<file path="config.mk">
export PLATFORM = sky130hd
export DESIGN_NAME = uart_prog_loader
export DESIGN_NICKNAME = d
export VERILOG_FILES = /design/src/rtl/loader_pkg.sv /design/src/rtl/uart_prog_loader_rx.sv /design/src/rtl/uart_prog_loader.sv
export SDC_FILE = /design/constraint.sdc
export NUM_CORES = 1
export LEC_CHECK = 0
export ABC_AREA = 0
export BUFFER_PORTS_ARGS = -buffer_cell sky130_fd_sc_hd__buf_2
export CELL_PAD_IN_SITES_DETAIL_PLACEMENT = 0
export CELL_PAD_IN_SITES_GLOBAL_PLACEMENT = 2
export CORE_ASPECT_RATIO = 0.75
export CORE_MARGIN = 2
export CORE_UTILIZATION = 30
export DETAILED_ROUTE_END_ITERATION = 8
export PLACE_DENSITY_LB_ADDON = 0.1
export RECOVER_POWER = 25
export SLEW_MARGIN = 25
export SYNTH_ARGS = -nofsm -noshare
export SYNTH_HDL_FRONTEND = slang
export SYNTH_HIERARCHICAL = 1
export SYNTH_SLANG_ARGS = --single-unit
</file>
<file path="constraint.sdc">
create_clock -name clk -period 3.65 [get_ports clk]
set_clock_uncertainty 0.05 [all_clocks]
set_input_delay 0.5475 -clock clk [delete_from_list [all_inputs] [get_ports clk]]
set_output_delay 0.5475 -clock clk [all_outputs]
set_load 0.05 [all_outputs]
</file>
<file path="src/rtl/loader_pkg.sv">
// Shared types and helpers for the UART program loader.
package loader_pkg;

  typedef enum logic [2:0] {
    LD_WAIT_SYNC,
    LD_GET_LEN,
    LD_DATA,
    LD_CHECK,
    LD_DONE,
    LD_ERR
  } ld_state_t;

  typedef enum logic [1:0] {
    RX_IDLE,
    RX_START,
    RX_DATA,
    RX_STOP
  } rx_state_t;

  localparam logic [7:0] DEF_SYNC_BYTE = 8'hA5;

  // Clock cycles per UART bit; callers must keep the result >= 8.
  function automatic int unsigned calc_bit_cyc(input int unsigned clk_freq,
                                               input int unsigned baud);
    return clk_freq / baud;
  endfunction

endpackage

</file>
<file path="src/rtl/uart_prog_loader_rx.sv">
// UART 8N1 receiver: 2-flop synchronizer, glitch-rejecting start detect,
// one-cycle rx_valid / rx_ferr strobes.
module uart_rx_core
  import loader_pkg::*;
#(
  parameter int unsigned BIT_CYC = 868
) (
  input  logic       clk,
  input  logic       rst_n,
  input  logic       uart_rx,
  output logic       rx_valid,
  output logic [7:0] rx_byte,
  output logic       rx_ferr
);

  localparam int unsigned HALF_CYC = BIT_CYC / 2;

  rx_state_t   state, state_nxt;
  logic        rx_m, rx_s, rx_q;
  logic [31:0] cnt;
  logic [2:0]  bit_idx;
  logic [7:0]  shreg;
  logic        bit_tick, half_tick, fall;

  assign bit_tick  = (cnt == BIT_CYC - 1);
  assign half_tick = (cnt == HALF_CYC - 1);
  assign fall      = rx_q & ~rx_s;

  // Input synchronizer plus one delay stage for falling-edge detection.
  always_ff @(posedge clk or negedge rst_n) begin
    if (!rst_n) begin
      rx_m <= 1'b1;
      rx_s <= 1'b1;
      rx_q <= 1'b1;
    end else begin
      rx_m <= uart_rx;
      rx_s <= rx_m;
      rx_q <= rx_s;
    end
  end

  // RX state register.
  always_ff @(posedge clk or negedge rst_n) begin
    if (!rst_n) state <= RX_IDLE;
    else        state <= state_nxt;
  end

  // RX next-state logic.
  always_comb begin
    state_nxt = state;
    case (state)
      RX_IDLE:  if (fall) state_nxt = RX_START;
      RX_START: if (half_tick) state_nxt = rx_s ? RX_IDLE : RX_DATA;
      RX_DATA:  if (bit_tick && bit_idx == 3'd7) state_nxt = RX_STOP;
      RX_STOP:  if (bit_tick) state_nxt = RX_IDLE;
      default:  state_nxt = RX_IDLE;
    endcase
  end

  // Bit timer and LSB-first shift register.
  always_ff @(posedge clk or negedge rst_n) begin
    if (!rst_n) begin
      cnt     <= '0;
      bit_idx <= '0;
      shreg   <= '0;
    end else begin
      if (state == RX_IDLE || state_nxt != state || bit_tick) cnt <= '0;
      else                                                    cnt <= cnt + 32'd1;
      if (state == RX_START) bit_idx <= '0;
      if (state == RX_DATA && bit_tick) begin
        shreg   <= {rx_s, shreg[7:1]};
        bit_idx <= bit_idx + 3'd1;
      end
    end
  end

  // Stop-bit strobes.
  always_comb begin
    rx_valid = (state == RX_STOP) && bit_tick && rx_s;
    rx_ferr  = (state == RX_STOP) && bit_tick && !rx_s;
    rx_byte  = shreg;
  end

endmodule

</file>
<file path="src/rtl/uart_prog_loader.sv">
// UART boot loader: SYNC, length N, 4N little-endian data bytes, then
// (with LOADER_CHECKSUM_EN defined) one checksum byte. Writes each word to
// instruction memory and holds the core in reset until the image is complete.
module uart_prog_loader
  import loader_pkg::*;
#(
  parameter int unsigned CLK_FREQ    = 100_000_000,
  parameter int unsigned BAUD        = 115200,
  parameter logic [7:0]  SYNC_BYTE   = DEF_SYNC_BYTE,
  parameter int unsigned TIMEOUT_CYC = 1_000_000
) (
  input  logic        clk,
  input  logic        rst_n,
  input  logic        uart_rx,
  output logic        wr_en,
  output logic [7:0]  wr_addr,
  output logic [31:0] wr_data,
  output logic        cpu_rst_n,
  output logic        busy,
  output logic        done,
  output logic        err
);

  localparam int unsigned BIT_CYC = calc_bit_cyc(CLK_FREQ, BAUD);

  logic        rx_valid, rx_ferr;
  logic [7:0]  rx_byte;
  ld_state_t   state, state_nxt;
  logic [7:0]  len_m1, word_idx;
  logic [1:0]  byte_idx;
  logic [23:0] asm_q;
  logic [31:0] tcnt;
  logic        in_sess, timeout, sync_hit, last_wr, fail_ev;
`ifdef LOADER_CHECKSUM_EN
  logic [7:0]  csum;
`endif

  uart_rx_core #(.BIT_CYC(BIT_CYC)) u_rx (
    .clk      (clk),
    .rst_n    (rst_n),
    .uart_rx  (uart_rx),
    .rx_valid (rx_valid),
    .rx_byte  (rx_byte),
    .rx_ferr  (rx_ferr)
  );

  assign in_sess  = (state == LD_GET_LEN) || (state == LD_DATA) || (state == LD_CHECK);
  assign timeout  = in_sess && (tcnt == TIMEOUT_CYC);
  assign sync_hit = rx_valid && (rx_byte == SYNC_BYTE);
  assign last_wr  = wr_en && (word_idx == len_m1);
  // A received byte outranks a coincident timeout.
  assign fail_ev  = !rx_valid && (rx_ferr || timeout);

  // Loader state register.
  always_ff @(posedge clk or negedge rst_n) begin
    if (!rst_n) state <= LD_WAIT_SYNC;
    else        state <= state_nxt;
  end

  // Loader next-state logic.
  always_comb begin
    state_nxt = state;
    case (state)
      LD_WAIT_SYNC, LD_DONE, LD_ERR: if (sync_hit) state_nxt = LD_GET_LEN;
      LD_GET_LEN: begin
        if (rx_valid)     state_nxt = LD_DATA;
        else if (fail_ev) state_nxt = LD_ERR;
      end
      LD_DATA: begin
`ifdef LOADER_CHECKSUM_EN
        if (last_wr)      state_nxt = LD_CHECK;
`else
        if (last_wr)      state_nxt = LD_DONE;
`endif
        else if (fail_ev) state_nxt = LD_ERR;
      end
`ifdef LOADER_CHECKSUM_EN
      LD_CHECK: begin
        if (rx_valid)     state_nxt = (rx_byte == csum) ? LD_DONE : LD_ERR;
        else if (fail_ev) state_nxt = LD_ERR;
      end
`endif
      default: state_nxt = LD_WAIT_SYNC;
    endcase
  end

  // Inter-byte idle counter, saturating at the timeout value.
  always_ff @(posedge clk or negedge rst_n) begin
    if (!rst_n)                    tcnt <= '0;
    else if (!in_sess || rx_valid) tcnt <= '0;
    else if (tcnt != TIMEOUT_CYC)  tcnt <= tcnt + 32'd1;
  end

  // Length capture, word assembly, write strobe and checksum.
  always_ff @(posedge clk or negedge rst_n) begin
    if (!rst_n) begin
      wr_en    <= 1'b0;
      wr_addr  <= '0;
      wr_data  <= '0;
      len_m1   <= '0;
      word_idx <= '0;
      byte_idx <= '0;
      asm_q    <= '0;
`ifdef LOADER_CHECKSUM_EN
      csum     <= '0;
`endif
    end else begin
      wr_en <= 1'b0;
      if (state == LD_GET_LEN && rx_valid) begin
        len_m1   <= rx_byte - 8'd1;
        word_idx <= '0;
        byte_idx <= '0;
`ifdef LOADER_CHECKSUM_EN
        csum     <= '0;
`endif
      end
      if (state == LD_DATA) begin
        if (rx_valid) begin
          byte_idx <= byte_idx + 2'd1;
`ifdef LOADER_CHECKSUM_EN
          csum     <= csum + rx_byte;
`endif
          case (byte_idx)
            2'd0:    asm_q[7:0]   <= rx_byte;
            2'd1:    asm_q[15:8]  <= rx_byte;
            2'd2:    asm_q[23:16] <= rx_byte;
            default: begin
              wr_en   <= 1'b1;
              wr_addr <= word_idx;
              wr_data <= {rx_byte, asm_q};
            end
          endcase
        end
        if (wr_en) word_idx <= word_idx + 8'd1;
      end
    end
  end

  // Status outputs decoded from the loader state.
  always_comb begin
    busy      = in_sess;
    done      = (state == LD_DONE);
    err       = (state == LD_ERR);
    cpu_rst_n = !(in_sess || (state == LD_ERR));
  end

endmodule

</file>
==> summary.txt, run 1 <==
Status: finished with violations
Violated checks: capacitance limit, slew limit
Num rows: 51
Largest net degree at the start of global routing: 80
Final Max Slew Viols: 52
Max-cap viol count: 1
RePlAce Congestion: 0.726
Int Pwr: 0.00318 W
CTS hold repair buffers: 0
Commonest cells post-synth: dfrtp_1 (163), nor2_1 (80), nand2_1 (50)
Main synth FF type: dfrtp_1
Endpoints failing hold: 0
Number of global-route vias before repair: 5137
Sequential power share: 46.7%
First-pass GRT wire length: 28200 um
RSZ-0062 raised after global routing: false
Placed cell count: 1068
PortBufs: 47
Overall Global Routing Usage: 13.3%
Fin cells: 1100
Worst VDD drop: 0.000305 V
WS Path Type: register to register
CTS Buf Count: 17
Root Driver: clkbuf_16
# DRC: 0
Setup violators final: 0
DIE WIDTH: 190 um
Pleak: 4.30 nW
Most frequent cell after synthesis: dfrtp_1
Fmax: 337 MHz
HP Class: input pin to register
Critical Path End Type: register
Setup TNS: 0 ns
Net count, final: 759
Fin crit share: 81.4%
Post-synthesis sequential area ratio: 53.2%
Antenna violations before repair: 0
Critical Path Source Type: register
Worst r2r src: u_rx/cnt[20]
Worst EP arrival: 3.22 ns
Wire length per cell: 15.6 um
Critical path peak fanout: 43
Synth-to-Final Area Change: 15.9%
Num ports: 48
Mapped Cells: 693
Synth Area per Inst: 11.3 sq um
Post-layout minimum cycle time: 2.97 ns
Cell taking the most area after synthesis: dfrtp_1
Vias/cell: 4.65
Psw: 0.000983 W
Wirelength, routed: 17100 um
Vias: 5112
Gate power share: 4.2%
Clock-pin transition on the worst setup and hold timing paths: 0.07 ns
Worst setup margin: 0.680 ns
Sw Share: 23.6%
Setup crit start: u_rx/cnt[20]
PwrDens: 459 nW/um^2
Ys async rst share: 100%
Drt first pass iters: 4
Die height: 144 um
Ranking of synthesized cells by area: dfrtp_1 (52%), mux2_1 (5.0%), xor2_1 (4.4%)
Final ANT Viol Nets: 0
Number of synthesized flops with an enable pin: 0
DRT iter0 DRCs: 248
Number of synthesized register bits: 166
H-Tree Depth: 4
Fillcell total: 2613
Synth top area share: 52.2%
Initial Util: 30.3%
CTS Buffer Depth: 2
Setup Fix Bufs, Post-CTS: 0
Yosys cell types: 58
Post_cts resized: 0
Syn Std Cell Area: 7820 sq um
Core Box Area: 25800 sq um
CTS Sinks: 166
Hold wc startpoint: uart_rx
Share of layout cells above drive strength 1: 19.0%
Antenna diodes: 0
Clock power share: 49.1%
DP Worst Slack: 0.608 ns
Worst slew margin: -67.4%
Worst skew pair latency: 0.43 ns
Worst Max-Slew Pin Slew: 2.51 ns
Total gr overflow: 0
Critical Path RT: 3.90 ns
Die area: 27400 sq um
CTS tree: built
Syn_nets: 709
Hpwl dp: 11700 um
Ys Warns: 6
cell type report:
type                    instances  area (sq um)  area share [%]
flip-flops and latches        166          4160            45.9
clock buffers                  17           425            4.70
inverters                      21          78.8           0.870
clock inverters                15           236            2.61
repair buffers                 55           304            3.36
multi-input cells             482          3420            37.8
well taps                     344           430            4.75
per-layer routing:
metal | vias up | wire length, um | track usage (%)
met5 | - | 0 | 0
met4 | 0 | 91 | 3.63
met3 | 6 | 409 | 3.17
met2 | 45 | 7040 | 18.7
met1 | 2536 | 9610 | 20.2
li1 | 2525 | - | -
worst max-delay path, stage by stage, from the launching register on:
cell	delay, ns
dfrtp_1	0.45
nor4_1	0.37
nand4_1	0.20
nor3_1	0.25
buf_4	0.17
and3_1	0.20
nand2b_1	0.16
nor2_4	0.21
nand2_2	0.07
buf_4	0.31
mux2_1	0.39
cells by family (layout without fill, tap and decap cells):
kind of cell,Yosys count,after routing,share of synthesized area [%]
AND/OR/NAND/NOR,275,275,19.7
flip-flops,166,166,53.2
XOR/XNOR,72,72,8.07
multiplexers,67,67,9.62
AO/OA/AOI/OAI,55,55,4.29
buffers and inverters,45,108,3.04
adder cells (fa/ha/maj),13,13,2.08
final timing paths:
path                               to  slack [ns]  cells after the start
hold reg to reg             u_rx/rx_s        0.32                      0
setup / recovery           wr_data[6]        0.68                     10
setup reg to reg           wr_data[6]        0.68                     10
min in group asynchronous    tcnt[13]        1.05                      1
max in group asynchronous   asm_q[14]        0.79                      2
hold / removal              u_rx/rx_m        0.18                      1
state kept, by name (all words and copies together), names as in the netlist:
signal and count:
tcnt 32, u_rx/cnt 32, wr_data 32, asm_q 24, len_m1 8, u_rx/rx_byte 8, word_idx 8, wr_addr 8
state 3, u_rx/bit_idx 3, byte_idx 2, u_rx/state 2, u_rx/rx_m 1, u_rx/rx_q 1, u_rx/rx_s 1, wr_en 1
metrics by stage:
stage               total power, W  hold slack, ns  util, %  instance area (sq um)
finish                     0.00416           0.179     35.1                   9060
global route               0.00434           0.154     35.1                   9060
CTS                        0.00423          0.0283     35.2                   9070
detailed placement         0.00216           0.302     32.6                   8410
global placement           0.00215           0.308     32.6                   8410
floorplan                  0.00207           0.202        -                   7820
cell usage in the layout, fill, tap and decap left out, drive strengths merged, types with 8 or more instances in the layout:
cell type / n
buf: 54
or3: 8
xor2: 39
a21oi: 11
dfrtp: 163
and3: 9
nand2: 50
xnor2: 33
nor4: 17
nor3: 20
clkbuf: 17
inv: 28
mux2: 65
o21ai: 29
nand4: 27
and4: 8
nor2: 81
nand3: 28
ha: 13
power groups by stage:
stage	logic, W	clock network [W]	registers (W)
after global routing	0.000206	0.00219	0.00195
after detailed placement	0.000181	0	0.00198
final	0.000176	0.00204	0.00194
after floorplan	0.000113	0	0.00196
after CTS	0.000183	0.00210	0.00194
after global placement	0.000178	0	0.00197
No activity file was read; power rests on OpenSTA's default activity.
==> run 2, diff against run 1 <==
- clock period: 3.65 -> 2.5 ns (I/O delays scaled with it)
==> run 2 against run 1 <==
Net effect: the flow now finishes without violations; fmax rose by 23%; via count rose by 3.5%; sequential share of layout area fell by 1.7 points; worst hold slack improved by 0.14 ns; clock-buffer cell count rose by 1; critical endpoint is now state[2].
==> summary.txt, run 2 (synthesis results as in run 1) <==
Commonest non-fill, non-tap cell in the layout: dfrtp_1
Worst slew margin: 39.4% (+110 points)
Status: finished, final reports clean
CTS Buf Count: 17 (unchanged)
Overall Power: 0.00568 W (+37%)
Setup violators final: 0 (unchanged)
PwrDens: 604 nW/um^2 (+32%)
Worst EP arrival: 2.69 ns (-0.53 ns)
Fin crit share: 96.2% (+15 points)
Psw: 0.00147 W (+49%)
# DRC: 0 (unchanged)
Critical Path Source Type: register
Vias: 5292 (+3.5%)
Worst Max-Slew Pin Slew: 0.909 ns (-1.60 ns)
Final Max Slew Viols: 0 (-100%)
Fmax: 416 MHz (+23%)
Vias/cell: 4.64 (-0.20%)
Num ports: 48 (unchanged)
Critical path peak fanout: 6 (-86%)
Endpoints failing hold: 0 (unchanged)
Most frequent cells in the layout: dfrtp_1 (163), nor2_1 (79), nand2_1 (48), buf_2 (46), xor2_1 (39)
Antenna diodes: 0 (unchanged)
Sw Share: 25.8% (+2.2 points)
Critical path cell sequence: ha_2 > and2b_2 > nand4b_4 > nor3_4 > and3_4 > buf_6 > or3_4 > o32ai_4 > o21ba_4 > o32ai_2
Die area: 27400 sq um (unchanged)
Largest net degree at the start of global routing: 53 (-34%)
Total gr overflow: 0 (unchanged)
WS Path Type: register to register
Share of layout cells above drive strength 1: 24.2% (+5.2 points)
Largest registers: tcnt: 32 flops, u_rx/cnt: 32 flops, wr_data: 32 flops
PortBufs: 47 (unchanged)
Sequential power share: 49.2% (+2.5 points)
Utilization after layout: 36.5% (+1.4 points)
Num rows: 51 (unchanged)
Root Driver: clkbuf_16
Critical Path End Type: register
RSZ-0062 raised after global routing: true
Post-layout minimum cycle time: 2.40 ns (-0.565 ns)
CTS tree: built
Hpwl dp: 12100 um (+3.5%)
Overall Global Routing Usage: 14.0% (+0.62 points)
Max-cap viol count: 0 (-1)
Final ANT Viol Nets: 0 (unchanged)
Synth-to-Final Area Change: 20.3%
DIE WIDTH: 190 um (unchanged)
Critical Path Slowest Stage Cell: dfrtp_1
CTS Buffer Depth: 2 (unchanged)
RePlAce Congestion: 0.725 (-0.14%)
Int Pwr: 0.00422 W (+33%)
Worst skew pair latency: 0.43 ns (about the same)
Drt first pass iters: 4 (unchanged)
Core Box Area: 25800 sq um (unchanged)
Clock power share: 43.8% (-5.3 points)
H-Tree Depth: 4 (unchanged)
HP Class: register to register
Worst VDD drop: 0.000486 V (+60%)
Antenna violations before repair: 0 (unchanged)
DRT iter0 DRCs: 182 (-27%)
Flop-to-flop setup slack: 0.1 ns (-0.58 ns)
First-pass GRT wire length: 29600 um (+4.8%)
Net count, final: 801 (+5.5%)
Clock-pin transition on the worst setup and hold timing paths: 0.06 ns (about the same)
Wire length per cell: 15.5 um (-0.54%)
Die height: 144 um (unchanged)
Number of global-route vias before repair: 5479 (+6.7%)
Wirelength, routed: 17700 um (+3.2%)
Critical Path RT: 2.79 ns (-1.11 ns)
Initial Util: 30.3% (unchanged)
CP max stage delay: 0.39 ns (-0.06 ns)
CTS Sinks: 166 (unchanged)
Pleak: 4.48 nW (+4.2%)
Gate power share: 7.0% (+2.8 points)
==> run 2: cell count changes in the layout (fill, tap and decap cells not counted), moves of 5 or more <==
cell,before,now
buf_4,7,37
buf_12,0,7
clkinvlp_4,0,6
bufinv_16,5,0
==> run 2: critical path: cells and delay by family, from the launching register on <==
family	cells	cell delay (ns)
compound gates	3	0.65
fa+ha+maj	1	0.19
buf+inv	1	0.13
flops	1	0.39
simple gates	5	0.91
==> run 2: worst paths after layout <==
kind / start / to / cells after the start
setup / recovery: u_rx/cnt[1] / state[2] / 10
hold / removal: u_rx/rx_m / u_rx/rx_s / 0
setup reg to reg: u_rx/cnt[1] / state[2] / 10
hold reg to reg: u_rx/rx_m / u_rx/rx_s / 0
max in group asynchronous: rst_n / wr_data[16] / 3
min in group asynchronous: rst_n / u_rx/cnt[15] / 2
==> run 2: metrics by stage <==
| step | area [sq um] | hold WS, ns | std cells | TNS [ns] | worst slack [ns] |
|---|---|---|---|---|---|
| 2_1_floorplan | 7840 | 0.0294 | 693 | 0 | 0.0170 |
| 3_3_place_gp | 8800 | 0.254 | 1105 | -0.0961 | -0.0192 |
| 3_5_place_dp | 8800 | 0.256 | 1105 | -0.0269 | -0.0269 |
| 4_1_cts | 9380 | 0.319 | 1139 | 0 | 0.0153 |
| 5_1_grt | 9410 | 0.332 | 1141 | -0.0177 | -0.00608 |
| 6_report | 9410 | 0.319 | 1141 | 0 | 0.0954 |
==> run 2: per-layer routing <==
metal	vias to the layer above	part of all wire, %	global-route usage, %
met5	-	0	0
met4	0	0.90	4.37
met3	11	2.7	3.27
met2	58	43	19.8
met1	2613	54	20.7
li1	2610	-	-
==> run 2: power groups by stage <==
stage	clock network, W	logic, W	registers [W]
final	0.00249	0.000400	0.00280
after global routing	0.00272	0.000455	0.00280
after CTS	0.00260	0.000405	0.00280
after detailed placement	0	0.000387	0.00285
after global placement	0	0.000383	0.00284
after floorplan	0	0.000169	0.00286
==> run 2: final cells by class <==
cell class / count / area [sq um]
clock inverters: 13 / 114
clock buffers: 18 / 429
inverters: 21 / 78.8
well taps: 344 / 430
multi-input cells: 482 / 3490
repair buffers: 97 / 704
fillers: 2537 / 16400
flip-flops and latches: 166 / 4160
==> run 2: timing repair <==
action | in CTS | in global routing
hold buffers | 2 | 0
setup buffers | 1 | 2
endpoints found under the hold margin | 32 | 0
endpoints found under the setup margin | 20 | 50
resized for setup | 2 | 8
pin swaps | 3 | 5
==> run 3, diff against run 2 <==
- CTS_BUF_LIST: unset -> sky130_fd_sc_hd__clkbuf_16
==> run 3 against run 2 <==
Net effect: global-route usage is the same; setup slack unchanged; sequential cell count is the same; sequential power barely moved; via count unchanged; largest power group unchanged.
==> summary.txt, run 3 (synthesis results as in run 1) <==
Status: finished, final reports clean
Worst skew pair latency: 0.43 ns (about the same)
Total gr overflow: 0 (unchanged)
WS Path Type: register to register
Dpl cell area: 8800 sq um (unchanged)
Most frequent cells in the layout: dfrtp_1 (163), nor2_1 (79), nand2_1 (48), buf_2 (46), xor2_1 (39)
Initial Util: 30.3% (unchanged)
Num ports: 48 (unchanged)
Num rows: 51 (unchanged)
Max-cap viol count: 0 (unchanged)
Endpoints failing hold: 0 (unchanged)
Root Driver: clkbuf_16
Clock-pin transition on the worst setup and hold timing paths: 0.06 ns (about the same)
Critical Path Source Type: register
PortBufs: 47 (unchanged)
Wire length per cell: 15.5 um (about the same)
Final ANT Viol Nets: 0 (unchanged)
Setup violators final: 0 (unchanged)
Overall Global Routing Usage: 14.0% (unchanged)
Vias/cell: 4.64 (unchanged)
DIE WIDTH: 190 um (unchanged)
Die height: 144 um (unchanged)
Post-layout minimum cycle time: 2.40 ns (unchanged)
Largest net degree at the start of global routing: 53 (unchanged)
Fin crit share: 96.2% (unchanged)
Pleak: 4.48 nW (about the same)
Critical Path RT: 2.79 ns (about the same)
CTS Buffer Depth: 2 (unchanged)
Flop-to-flop setup slack: 0.1 ns (about the same)
Hold wc startpoint: u_rx/rx_m
Drt first pass iters: 4 (unchanged)
Overall Power: 0.00568 W (about the same)
HP Class: register to register
Worst setup margin: 0.0954 ns (unchanged)
CTS Buf Count: 17 (unchanged)
RePlAce Congestion: 0.725 (unchanged)
H-Tree Depth: 4 (unchanged)
Share of layout cells above drive strength 1: 24.2% (unchanged)
Design Area, Final: 9410 sq um (unchanged)
First-pass GRT wire length: 29600 um (unchanged)
DRT iter0 DRCs: 182 (unchanged)
Worst EP arrival: 2.69 ns (about the same)
RSZ-0062 raised after global routing: true
Largest registers: tcnt: 32 flops, u_rx/cnt: 32 flops, wr_data: 32 flops
Number of global-route vias before repair: 5479 (unchanged)
Hold Path Stages: 0 (unchanged)
Critical Path End Type: register
Synth-to-Final Area Change: 20.3% (unchanged)
Antenna violations before repair: 0 (unchanged)
DP Worst Slack: -0.0269 ns (unchanged)
Final Max Slew Viols: 0 (unchanged)
Wirelength, routed: 17700 um (about the same)
Hpwl dp: 12100 um (unchanged)
CTS tree: built
Antenna diodes: 0 (unchanged)
Core Box Area: 25800 sq um (unchanged)
PwrDens: 604 nW/um^2 (about the same)
Worst VDD drop: 0.000486 V (unchanged)
Worst Hold End: u_rx/rx_s
Worst Reg-to-Reg Cells: 10 (unchanged)
Net count, final: 801 (unchanged)
Worst Max-Slew Pin Slew: 0.909 ns (unchanged)
Worst slew margin: 39.4% (unchanged)
Fillcell total: 2537 (unchanged)
CTS Sinks: 166 (unchanged)
Commonest non-fill, non-tap cell in the layout: dfrtp_1
Critical path peak fanout: 6 (unchanged)
Die area: 27400 sq um (unchanged)
Fmax: 416 MHz (unchanged)
R2r endpoint: state[2]
Vias: 5292 (unchanged)
# DRC: 0 (unchanged)
Worst r2r src: u_rx/cnt[1]
## run 3: per-stage QoR
stage,hold WS [ns],TNS [ns],util (%),std cells
after global placement,0.254,-0.0961,34.1,1105
after CTS,0.319,0,36.4,1139
after detailed placement,0.256,-0.0269,34.1,1105
final,0.319,0,36.5,1141
after global routing,0.332,-0.0176,36.5,1141
after floorplan,0.0294,0,-,693
## run 3: worst max path at each step
stage / from / end / slack [ns] / cells after the start
global route: u_rx/cnt[1] / state[2] / -0.006 / 10
CTS: u_rx/cnt[0] / state[2] / 0.02 / 10
finish: u_rx/cnt[1] / state[2] / 0.1 / 10
detailed placement: u_rx/cnt[0] / state[2] / -0.03 / 10
global placement: u_rx/cnt[0] / state[2] / -0.02 / 10
floorplan: u_rx/cnt[0] / wr_addr[2] / 0.02 / 10
## run 3: cell type report
cell class                 count  area (sq um)  area share [%]
sequential                   166          4160            44.2
clock buffer                  17           425            4.52
tap                          344           430            4.58
clock inverter                14           118            1.25
inverter                      21          78.8           0.838
multi-input combinational    482          3490            37.1
timing repair buffer          97           704            7.49
## run 3: worst max-delay path, stage by stage, from the launching register on
cell      delay (ns)
dfrtp_1         0.39
ha_2            0.19
and2b_2         0.21
nand4b_4        0.12
nor3_4          0.06
and3_4          0.17
buf_6           0.13
or3_4           0.35
o32ai_4         0.28
o21ba_4         0.19
o32ai_2         0.18
## run 3: what timing repair did
item | 4_1_cts | 5_1_grt
buffers inserted | 1 | 2
hold endpoints to repair | 32 | 0
hold buffers | 2 | 0
endpoints found under the setup margin | 20 | 50
resized for setup | 2 | 8
pin swaps | 3 | 5
## run 3: per-layer routing
metal | wire length [um] | vias up | GRT usage (%)
met5 | 0 | - | 0
met1 | 9530 | 2613 | 20.7
li1 | - | 2610 | -
met2 | 7520 | 58 | 19.8
met3 | 483 | 11 | 3.27
met4 | 160 | 0 | 4.37
## run 3: where the power goes
group	switching, W	leakage [nW]	internal (W)
clock	0.00119	0.252	0.00129
combinational	0.000224	1.94	0.000176
sequential	0.0000521	2.29	0.00274
